**config.mk**
```make
export PLATFORM = sky130hd
export DESIGN_NAME = bcd_line_formatter
export DESIGN_NICKNAME = d
export VERILOG_FILES = /design/src/rtl/bcd_line_formatter_pkg.sv /design/src/rtl/bcd_digit_to_ascii.sv /design/src/rtl/bcd_line_formatter.sv
export SDC_FILE = /design/constraint.sdc
export NUM_CORES = 1
export LEC_CHECK = 0
export BUFFER_PORTS_ARGS = -buffer_cell sky130_fd_sc_hd__buf_2
export CAP_MARGIN = 20
export CELL_PAD_IN_SITES_DETAIL_PLACEMENT = 1
export CELL_PAD_IN_SITES_GLOBAL_PLACEMENT = 1
export CORE_ASPECT_RATIO = 0.75
export CORE_MARGIN = 10
export CORE_UTILIZATION = 45
export CTS_BUF_LIST = sky130_fd_sc_hd__clkbuf_4
export CTS_CLUSTER_SIZE = 10
export DETAILED_ROUTE_END_ITERATION = 16
export HOLD_SLACK_MARGIN = 0.15
export PLACE_DENSITY_LB_ADDON = 0.1
export SETUP_SLACK_MARGIN = 0.15
export SLEW_MARGIN = 10
export SYNTH_ARGS = -nofsm -noshare
export SYNTH_HDL_FRONTEND = slang
export SYNTH_SLANG_ARGS = --single-unit
```
**constraint.sdc**
```tcl
create_clock -name clock -period 6.3 [get_ports clock]
set_clock_uncertainty 0.15 [all_clocks]
set_input_delay 1.26 -clock clock [delete_from_list [all_inputs] [get_ports clock]]
set_output_delay 1.26 -clock clock [all_outputs]
set_load 0.02 [all_outputs]
```
**src/rtl/bcd_line_formatter_pkg.sv**
```systemverilog
// Shared ASCII constants and FSM state encoding for the BCD line formatter.
package bcd_line_formatter_pkg;

  localparam logic [7:0] ASCII_CR    = 8'h0D;
  localparam logic [7:0] ASCII_LF    = 8'h0A;
  localparam logic [7:0] ASCII_SPACE = 8'h20;
  localparam logic [7:0] ASCII_ZERO  = 8'h30;
  localparam logic [7:0] ASCII_QMARK = 8'h3F;

  typedef enum logic [2:0] {
    IDLE,
    LOAD,
    ISSUE,
    WAIT_ACCEPT,
    WAIT_DONE,
    NEXT
  } state_e;

endpackage

```
**src/rtl/bcd_digit_to_ascii.sv**
```systemverilog
// Maps one BCD nibble to its ASCII character; a blanked digit becomes a space,
// and a non-decimal nibble becomes '?'.
module bcd_digit_to_ascii
  import bcd_line_formatter_pkg::*;
(
  input  logic [3:0] nibble_i,
  input  logic       blank_i,
  output logic [7:0] ascii_o
);

  always_comb begin
    if (blank_i) begin
      ascii_o = ASCII_SPACE;
    end else if (nibble_i > 4'd9) begin
      ascii_o = ASCII_QMARK;
    end else begin
      ascii_o = ASCII_ZERO + {4'h0, nibble_i};
    end
  end

endmodule

```
**src/rtl/bcd_line_formatter.sv**
```systemverilog
// Snapshots two BCD fields on start and streams them to the UART as one text
// line "AAAAAA BBBBBB\r\n", one byte per busy-flag handshake.
module bcd_line_formatter
  import bcd_line_formatter_pkg::*;
#(
  parameter int unsigned DIGITS              = 6,
  parameter logic [7:0]  SEPARATOR           = 8'h20,
  parameter bit          BLANK_LEADING_ZEROS = 1'b0,
  parameter int unsigned ACCEPT_TIMEOUT      = 4
) (
  input  logic                  clock,
  input  logic                  reset,
  input  logic                  start,
  input  logic [4*DIGITS-1:0]   bcd_a,
  input  logic [4*DIGITS-1:0]   bcd_b,
  output logic                  ready,
  output logic                  uart_wr,
  output logic [7:0]            uart_data,
  input  logic                  uart_busy,
  output logic [15:0]           lines_sent,
  output logic                  tx_timeout
);

  localparam int unsigned FIELD_W  = 4 * DIGITS;
  localparam int unsigned LINE_LEN = 2 * DIGITS + 3;
  localparam int unsigned IDX_W    = $clog2(LINE_LEN);
  localparam int unsigned TMO_W    = $clog2(ACCEPT_TIMEOUT + 1);
  localparam logic [IDX_W-1:0] LAST_IDX = IDX_W'(LINE_LEN - 1);
  localparam logic [TMO_W-1:0] TMO_LAST = TMO_W'(ACCEPT_TIMEOUT - 1);

  state_e               state_q, state_d;
  logic [IDX_W-1:0]     idx_q, idx_d;
  logic [FIELD_W-1:0]   field_a_q, field_a_d;
  logic [FIELD_W-1:0]   field_b_q, field_b_d;
  logic [7:0]           data_q, data_d;
  logic [TMO_W-1:0]     tmo_q, tmo_d;
  logic [15:0]          lines_q, lines_d;
  logic                 timeout_q, timeout_d;

  logic [3:0]           dig_a [DIGITS];
  logic [3:0]           dig_b [DIGITS];
  logic [DIGITS-1:0]    blank_a, blank_b;

  // A digit blanks when it and every higher digit of its field are zero; the
  // last digit of each field is never blanked so a zero field still shows "0".
  for (genvar gi = 0; gi < DIGITS; gi++) begin : g_digit
    assign dig_a[gi] = field_a_q[FIELD_W-1-4*gi -: 4];
    assign dig_b[gi] = field_b_q[FIELD_W-1-4*gi -: 4];
    if (BLANK_LEADING_ZEROS && (gi < DIGITS - 1)) begin : g_blank
      assign blank_a[gi] = (field_a_q[FIELD_W-1 -: 4*(gi+1)] == '0);
      assign blank_b[gi] = (field_b_q[FIELD_W-1 -: 4*(gi+1)] == '0);
    end else begin : g_keep
      assign blank_a[gi] = 1'b0;
      assign blank_b[gi] = 1'b0;
    end
  end

  logic [3:0] sel_nibble;
  logic       sel_blank;
  logic       sel_digit;
  logic [7:0] fixed_byte;
  logic [7:0] digit_byte;
  logic [7:0] load_byte;

  always_comb begin
    sel_nibble = '0;
    sel_blank  = 1'b0;
    sel_digit  = 1'b0;
    fixed_byte = ASCII_LF;
    if (idx_q == IDX_W'(DIGITS)) begin
      fixed_byte = SEPARATOR;
    end else if (idx_q == IDX_W'(2 * DIGITS + 1)) begin
      fixed_byte = ASCII_CR;
    end
    for (int i = 0; i < DIGITS; i++) begin
      if (idx_q == IDX_W'(i)) begin
        sel_digit  = 1'b1;
        sel_nibble = dig_a[i];
        sel_blank  = blank_a[i];
      end
      if (idx_q == IDX_W'(DIGITS + 1 + i)) begin
        sel_digit  = 1'b1;
        sel_nibble = dig_b[i];
        sel_blank  = blank_b[i];
      end
    end
  end

  bcd_digit_to_ascii u_digit (
    .nibble_i (sel_nibble),
    .blank_i  (sel_blank),
    .ascii_o  (digit_byte)
  );

  assign load_byte = sel_digit ? digit_byte : fixed_byte;

  always_comb begin
    state_d   = state_q;
    idx_d     = idx_q;
    field_a_d = field_a_q;
    field_b_d = field_b_q;
    data_d    = data_q;
    tmo_d     = tmo_q;
    lines_d   = lines_q;
    timeout_d = timeout_q;
    case (state_q)
      IDLE: begin
        if (start) begin
          field_a_d = bcd_a;
          field_b_d = bcd_b;
          idx_d     = '0;
          state_d   = LOAD;
        end
      end
      LOAD: begin
        data_d  = load_byte;
        state_d = ISSUE;
      end
      ISSUE: begin
        tmo_d   = '0;
        state_d = WAIT_ACCEPT;
      end
      WAIT_ACCEPT: begin
        // A UART that never acknowledges must not stall the line forever.
        if (uart_busy) begin
          state_d = WAIT_DONE;
        end else if (tmo_q == TMO_LAST) begin
          timeout_d = 1'b1;
          state_d   = NEXT;
        end else begin
          tmo_d = tmo_q + 1'b1;
        end
      end
      WAIT_DONE: begin
        if (!uart_busy) begin
          state_d = NEXT;
        end
      end
      NEXT: begin
        if (idx_q == LAST_IDX) begin
          lines_d = lines_q + 16'd1;
          state_d = IDLE;
        end else begin
          idx_d   = idx_q + 1'b1;
          state_d = LOAD;
        end
      end
      default: state_d = IDLE;
    endcase
  end

  always_ff @(posedge clock) begin
    if (reset) begin
      state_q   <= IDLE;
      idx_q     <= '0;
      field_a_q <= '0;
      field_b_q <= '0;
      data_q    <= 8'h00;
      tmo_q     <= '0;
      lines_q   <= 16'd0;
      timeout_q <= 1'b0;
    end else begin
      state_q   <= state_d;
      idx_q     <= idx_d;
      field_a_q <= field_a_d;
      field_b_q <= field_b_d;
      data_q    <= data_d;
      tmo_q     <= tmo_d;
      lines_q   <= lines_d;
      timeout_q <= timeout_d;
    end
  end

  assign ready      = (state_q == IDLE);
  assign uart_wr    = (state_q == ISSUE);
  assign uart_data  = data_q;
  assign lines_sent = lines_q;
  assign tx_timeout = timeout_q;

endmodule

```
==> implementation parameters, run 1 <==
Parameter                              Value

Status
  Result of the run ... finished clean

STA
  Actual transition at the worst max-transition pin ... 0.941 ns
  Final worst path period need ... 3.01 ns
  Worst slack on hold paths ... 0.318 ns
  Final Slew Violations ... 0
  Fin crit share ... 0.477
  RSZ-0062 raised after global routing ... false
  Peak clock frequency supported by timing ... 0.333 GHz
  Final critical-path setup slack ... 3.29 ns
  Setup TNS ... 0 ns
  Final setup vio count ... 0
  Relative max-transition margin ... 0.373
  Final-report hold violation count ... 0

Critical path
  Critical Path AT ... 1.60 ns
  Sort of element at the start of the critical path ... flop
  Classification of the worst setup path ... reg2out
  Worst Setup End Kind ... output port
  Endpoint required time on the critical path ... 4.89 ns
  Maximum net fanout on the critical path ... 10

Floorplanning
  Top-level port count ... 79
  Die ar. ... 0.0131 mm²
  Starting Density ... 0.468
  Die extent in y ... 102 µm
  Core area ... 0.00856 mm²
  Number of rows in the core area ... 29
  Horiz. Die Dim ... 129 µm

Global route
  Grt ovf ... 0
  Pin count of the biggest net entering global routing ... 82
  Overall routing resource usage ... 0.178
  Via count of the first global-routing pass ... 3733
  Wire length of the first global-routing pass ... 19.1 mm
  Antenna violations before repair ... 0

Power
  Fraction of power consumed by sequential logic ... 0.561
  Power density relative to cell area ... 228 mW/mm²
  Total chip power ... 1.02 mW
  Part of the power in combinational logic ... 0.156
  Fraction of power consumed by the clock network ... 0.283
  Switch share ... 0.291
  Switching power of the nets ... 298 µW
  Worst IR Drop VDD ... 112 µV
  LEAKAGE ... 1.78 nW
  Cell internal pwr ... 725 µW

Route
  Detailed Route WL ... 11.5 mm
  First drt pass iteration count ... 4
  DRC ... 0
  Drt first-iter violations ... 286
  Via density per instance ... 5.49
  ANT nets after route ... 0
  Routed len/inst ... 17.0 µm
  Detailed-route via count ... 3725

CTS
  Buffers inserted during post-CTS setup optimization ... 0
  Sinks on the clock net ... 81
  CTS root buf ... clkbuf_4
  CTS Hold Bufs ... 0
  Number of H-tree levels ... 3
  Post-cts repair resize count ... 0
  Number of buffers between clock root and the deepest sink ... 2
  Clock input transition at the sequential cells of the worst setup and hold paths ... 0.12 ns
  TritonCTS clock tree ... done
  CTS Buf Count ... 9
  Clock latency on the worst-skew pair ... 0.43 ns

Logic synthesis
  Ys Warns ... 0
  Register area share after synthesis ... 0.405
  Number of enable-type register cells in the synthesized netlist ... 0
  Share of the synthesized area in the top cell type ... 0.405
  Most instantiated flip-flop cell in the synthesis netlist ... dfxtp_1
  Unique cell type count in the Yosys netlist ... 65
  Mean instance size in the synthesized netlist ... 7.80 µm²
  Instance count of the mapped netlist ... 513
  Register bit total from synthesis ... 81
  Cell type with the highest aggregate area in the netlist ... dfxtp_1
  Post-synth design cell area ... 0.00400 mm²
  Fraction of registers with async set or reset after synthesis ... 0
  Dominant cells by area after synthesis ... dfxtp_1, nand2_1, a21oi_1, nor2_1, nor2b_1

Finish
  Growth of design area from synthesis to finish ... 12.3%
  Count of placed standard cells in the final layout, fillers left out ... 678
  Number of inserted diodes ... 0
  Final nets ... 625
  Highest-count cells in the layout ignoring fill and taps ... nand2_1, dfxtp_1, buf_2, a21oi_1, nor2_1
  Sequential standard cell area ... 0.00162 mm²
  Most frequent standard cell in the layout excluding fill and tap cells ... nand2_1
  Share of layout cells above drive strength 1 ... 0.189
  Total area of multi-input combinational cells ... 0.00214 mm²
  Number of filler cells placed in the layout ... 1088

Placement
  # port buffers ... 76
  Final weighted congestion in routability-driven placement ... 0.849
  Worst slack at placement ... 3.42 ns
  Estimated wirelength of the detail-placed design ... 8.30 mm
  DP Cell Count ... 662

Run
  Max_cap viols ... 0

Worst hold path
  HP Class ... reg2reg
==> layout make-up <==
cell class / instances / share of cell area
tap: 108 / 0.0301
inverter: 12 / 0.0100
clock buffer: 10 / 0.0167
clock inverter: 5 / 0.0106
multi-input combinational: 382 / 0.476
timing repair buffer: 80 / 0.0957
sequential: 81 / 0.361
==> final timing paths <==
path         cells past startpoint  slack (ns)                     from                   endpoint
max                              3        3.29  state_q[1]$_SDFFE_PP0P_                    uart_wr
min                              2        0.32    dig_a[0]$_SDFFE_PP0P_      dig_a[0]$_SDFFE_PP0P_
max reg2reg                      7        3.55    idx_q[0]$_SDFFE_PP0P_  uart_data[2]$_SDFFE_PP0P_
min reg2reg                      2        0.32    dig_a[0]$_SDFFE_PP0P_      dig_a[0]$_SDFFE_PP0P_
==> critical path: stages (launching register included) <==
cell,delay (ns)
dfxtp_1,0.53
nor2b_1,0.31
nor2b_1,0.16
buf_2,0.17
==> Yosys cell counts (all sizes together) (2+ instances only) <==
| cell type | number |
|---|---|
| nand2 | 113 |
| dfxtp | 81 |
| a21oi | 68 |
| nor2 | 41 |
| buf | 24 |
| clkbuf | 15 |
| nor2b | 15 |
| o21ai | 15 |
| inv | 12 |
| nor3 | 11 |
| nand3 | 10 |
| nand3b | 9 |
| xor2 | 8 |
| ha | 7 |
| o22ai | 7 |
| nand2b | 6 |
| nand4 | 6 |
| xnor2 | 6 |
| a22oi | 5 |
| a31oi | 5 |
| and3 | 4 |
| mux2i | 4 |
| a211oi | 3 |
| or3 | 3 |
| a221oi | 2 |
| a311oi | 2 |
| and4 | 2 |
| nand4b | 2 |
| nor3b | 2 |
| nor4 | 2 |
| o31ai | 2 |
==> logic make-up (layout without fill, tap and decap cells) <==
family	count (synthesis)	in the layout	share of synthesized area
buf+inv	51	107	0.0616
mux	5	5	0.0128
simple gates	233	233	0.283
other cells	1	2	0.000937
flops	81	81	0.405
compound gates	121	121	0.184
xor+xnor	14	14	0.0306
fa+ha+maj	7	7	0.0219
==> power groups by stage <==
stage / Sequential [mW] / Combinational, mW / Clock [mW]
CTS: 0.574 / 0.161 / 0.302
floorplan: 0.578 / 0.112 / 0
global placement: 0.584 / 0.154 / 0
global route: 0.579 / 0.182 / 0.323
detailed placement: 0.586 / 0.160 / 0
finish: 0.574 / 0.159 / 0.290
==> sequential cells by signal, indices dropped and copies added (netlist names) <==
name	cells
dig_a	24
idx_q	4
dig_b	24
state_q	3
lines_sent	16
tx_timeout	1
uart_data	6
tmo_q	3
==> through the flow <==
stage | instance area, µm² | util
final | 4500 | 0.525
after global placement | 4350 | 0.507
after global routing | 4500 | 0.525
after floorplan | 4010 | -
after detailed placement | 4350 | 0.507
after CTS | 4470 | 0.522
==> layer usage <==
metal	global-route usage	vias to the layer above	routed length (µm)
met3	0.0579	12	701
met4	0.0445	0	107
li1	-	1855	-
met2	0.266	78	4960
met5	0	-	0
met1	0.242	1780	5770
Note: power is estimated with default switching activity, not from simulation.
==> inputs of run 2 (changes only) <==
--- a/config.mk
+++ b/config.mk
@@ -11,7 +11,7 @@
 export CELL_PAD_IN_SITES_GLOBAL_PLACEMENT = 1
 export CORE_ASPECT_RATIO = 0.75
 export CORE_MARGIN = 10
-export CORE_UTILIZATION = 45
+export CORE_UTILIZATION = 42
 export CTS_BUF_LIST = sky130_fd_sc_hd__clkbuf_4
 export CTS_CLUSTER_SIZE = 10
 export DETAILED_ROUTE_END_ITERATION = 16
==> constraint.sdc (replaced) <==
create_clock -name clock -period 2.9 [get_ports clock]
set_clock_uncertainty 0.15 [all_clocks]
set_input_delay 0.58 -clock clock [delete_from_list [all_inputs] [get_ports clock]]
set_output_delay 0.58 -clock clock [all_outputs]
set_load 0.02 [all_outputs]
==> run 2 against run 1 <==
  * Wire length up 1.9%
  * Register-to-register slack worse by 3.2 ns
  * Sequential power up 120%
  * Die area up 5.9%
  * Clock power rose to 2.7 times the previous value
  * Utilization down 2.0 points
  * Sequential share of layout area down 1.0 points
  * Clock-buffer cell count down 1
  * Via count down 1.4%
  * Cell count up 4.3%
  * Critical endpoint is now uart_data[1]$_SDFFE_PP0P_
  * Power up 130%
  * First-iteration DRC count down 16%
==> implementation parameters, run 2 (synthesized netlist as in run 1, its figures left out) <==
Parameter                              Value

Floorplanning
  Die extent in y ... 105 µm (was 102 µm)
  Number of rows in the core area ... 30 (was 29)
  Horiz. Die Dim ... 133 µm (was 129 µm)
  Die ar. ... 0.0139 mm² (was 0.0131 mm²)
  Top-level port count ... 79 (unchanged)
  Core area ... 0.00916 mm² (was 0.00856 mm²)
  Starting Density ... 0.437 (was 0.468)

Status
  Result of the run ... finished clean (unchanged)

Route
  ANT nets after route ... 0 (unchanged)
  Detailed-route via count ... 3674 (was 3725)
  Detailed Route WL ... 11.8 mm (was 11.5 mm)
  Routed len/inst ... 16.6 µm (was 17.0 µm)
  DRC ... 0 (unchanged)
  Drt first-iter violations ... 239 (was 286)
  First drt pass iteration count ... 4 (unchanged)
  Via density per instance ... 5.20 (was 5.49)

CTS
  Clock input transition at the sequential cells of the worst setup and hold paths ... 0.14 ns (was 0.12 ns)
  Number of H-tree levels ... 3 (unchanged)
  TritonCTS clock tree ... done (unchanged)
  CTS Buf Count ... 9 (unchanged)
  Buffers inserted during post-CTS setup optimization ... 0 (unchanged)
  Number of buffers between clock root and the deepest sink ... 2 (unchanged)
  Clock latency on the worst-skew pair ... 0.45 ns (was 0.43 ns)
  Sinks on the clock net ... 81 (unchanged)
  CTS root buf ... clkbuf_4 (unchanged)

STA
  Final setup vio count ... 0 (unchanged)
  Worst slack on hold paths ... 0.205 ns (was 0.318 ns)
  Actual transition at the worst max-transition pin ... 0.612 ns (was 0.941 ns)
  RSZ-0062 raised after global routing ... false (unchanged)
  Fin crit share ... 0.876
  Setup TNS ... 0 ns (unchanged)
  Final worst path period need ... 2.54 ns
  Final-report hold violation count ... 0 (unchanged)
  Final critical-path setup slack ... 0.361 ns (was 3.29 ns)
  Peak clock frequency supported by timing ... 0.394 GHz
  Final Slew Violations ... 0 (unchanged)
  Relative max-transition margin ... 0.592 (was 0.373)

Global route
  Grt ovf ... 0 (unchanged)
  Overall routing resource usage ... 0.167 (was 0.178)
  Via count of the first global-routing pass ... 3771 (was 3733)
  Pin count of the biggest net entering global routing ... 49 (was 82)
  Antenna violations before repair ... 0 (unchanged)
  Wire length of the first global-routing pass ... 19.3 mm (was 19.1 mm)

Power
  Switch share ... 0.294 (was 0.291)
  Part of the power in combinational logic ... 0.152 (was 0.156)
  Power density relative to cell area ... 514 mW/mm² (was 228 mW/mm²)
  Worst IR Drop VDD ... 185 µV (was 112 µV)
  Cell internal pwr ... 1.68 mW (was 725 µW)
  Fraction of power consumed by the clock network ... 0.323 (was 0.283)
  LEAKAGE ... 1.83 nW (was 1.78 nW)
  Switching power of the nets ... 700 µW (was 298 µW)
  Fraction of power consumed by sequential logic ... 0.525 (was 0.561)
  Total chip power ... 2.38 mW (was 1.02 mW)

Critical path
  Delay contributed by the slowest stage of the critical path ... 0.43 ns (was 0.53 ns)
  Worst Setup End Kind ... flop (was output port)
  CP delay by family, top ... compound AO/OA/AOI/OAI gates (was flip-flops)
  Chain of cells forming the critical path ... inv_1, ha_1, nor2_1, a21oi_1, a32o_1, a31o_1, a221oi_1, a211oi_1 (was nor2b_1, nor2b_1, buf_2)
  Buffers & Inverters on Critical Path ... 1 (unchanged)
  Endpoint required time on the critical path ... 3.08 ns (was 4.89 ns)
  Sort of element at the start of the critical path ... flop (unchanged)
  Maximum net fanout on the critical path ... 17 (was 10)
  Cell with the biggest individual delay on the critical path ... dfxtp_1 (unchanged)
  Classification of the worst setup path ... reg2reg (was reg2out)
  Critical Path AT ... 2.72 ns (was 1.60 ns)

Finish
  Growth of design area from synthesis to finish ... 15.6% (was 12.3%)
  Most frequent standard cell in the layout excluding fill and tap cells ... nand2_1 (unchanged)
  Number of inserted diodes ... 0 (unchanged)
  Number of filler cells placed in the layout ... 1209 (was 1088)
  Finished Core Util ... 0.505 (was 0.525)
  Count of placed standard cells in the final layout, fillers left out ... 707 (was 678)
  Highest-count cells in the layout ignoring fill and taps ... nand2_1, dfxtp_1, buf_2, a21oi_1, nor2_1 (unchanged)
  Share of layout cells above drive strength 1 ... 0.207 (was 0.189)
  Final std cell area, no fill ... 0.00463 mm² (was 0.00450 mm²)
  Final nets ... 633 (was 625)

Worst hold path
  HP Class ... in2reg (was reg2reg)

Placement
  DP Cell Count ... 691 (was 662)
  # port buffers ... 76 (unchanged)
  Placement Cell Area ... 0.00446 mm² (was 0.00435 mm²)
  Estimated wirelength of the detail-placed design ... 8.83 mm (was 8.30 mm)
  Final weighted congestion in routability-driven placement ... 0.892 (was 0.849)
  Worst slack at placement ... 0.286 ns (was 3.42 ns)

Run
  Max_cap viols ... 0 (unchanged)
run 2: final timing paths:
| path | from | end | slack, ns | depth (start not counted) |
|---|---|---|---|---|
| max | idx_q[1]$_SDFFE_PP0P_ | uart_data[1]$_SDFFE_PP0P_ | 0.36 | 8 |
| max reg2reg | idx_q[1]$_SDFFE_PP0P_ | uart_data[1]$_SDFFE_PP0P_ | 0.36 | 8 |
| min | bcd_a[6] | dig_a[6]$_SDFFE_PP0P_ | 0.20 | 3 |
| min reg2reg | dig_a[20]$_SDFFE_PP0P_ | dig_a[20]$_SDFFE_PP0P_ | 0.32 | 2 |
run 2: power by group through the flow:
stage | clock, mW | combinational, mW | sequential [mW]
after detailed placement | 0 | 0.365 | 1.27
final | 0.769 | 0.361 | 1.25
after CTS | 0.794 | 0.366 | 1.25
after floorplan | 0 | 0.243 | 1.26
after global placement | 0 | 0.351 | 1.27
after global routing | 0.838 | 0.407 | 1.26
run 2: what timing repair did:
item                                    in CTS  in global routing
endpoints found under the setup margin       0                  2
resized for setup                            0                  2
hold buffers                                 0                  0
run 2: worst reg2reg max path, stage by stage, from the launching register on:
cell,delay (ns)
dfxtp_1,0.43
inv_1,0.09
ha_1,0.38
nor2_1,0.36
a21oi_1,0.11
a32o_1,0.24
a31o_1,0.24
a221oi_1,0.30
a211oi_1,0.11
run 2: final cells by class:
class                           count  area [µm²]  area share
Clock buffer                        9        67.6      0.0146
Clock inverter                      7        93.8      0.0203
Inverter                           12        45.0     0.00973
Multi-Input combinational cell    382        2150       0.464
Sequential cell                    81        1620       0.350
Tap cell                          128         160      0.0346
Timing Repair Buffer               88         495       0.107
run 2: routing by layer:
metal  wire length [µm]  vias up  part of all wire  track usage
li1                   -     1863                 -            -
met1               6080     1719              0.52        0.235
met2               5030       85              0.43        0.242
met3                576        7             0.049       0.0459
met4                 80        0            0.0068       0.0455
met5                  0        -                 0            0
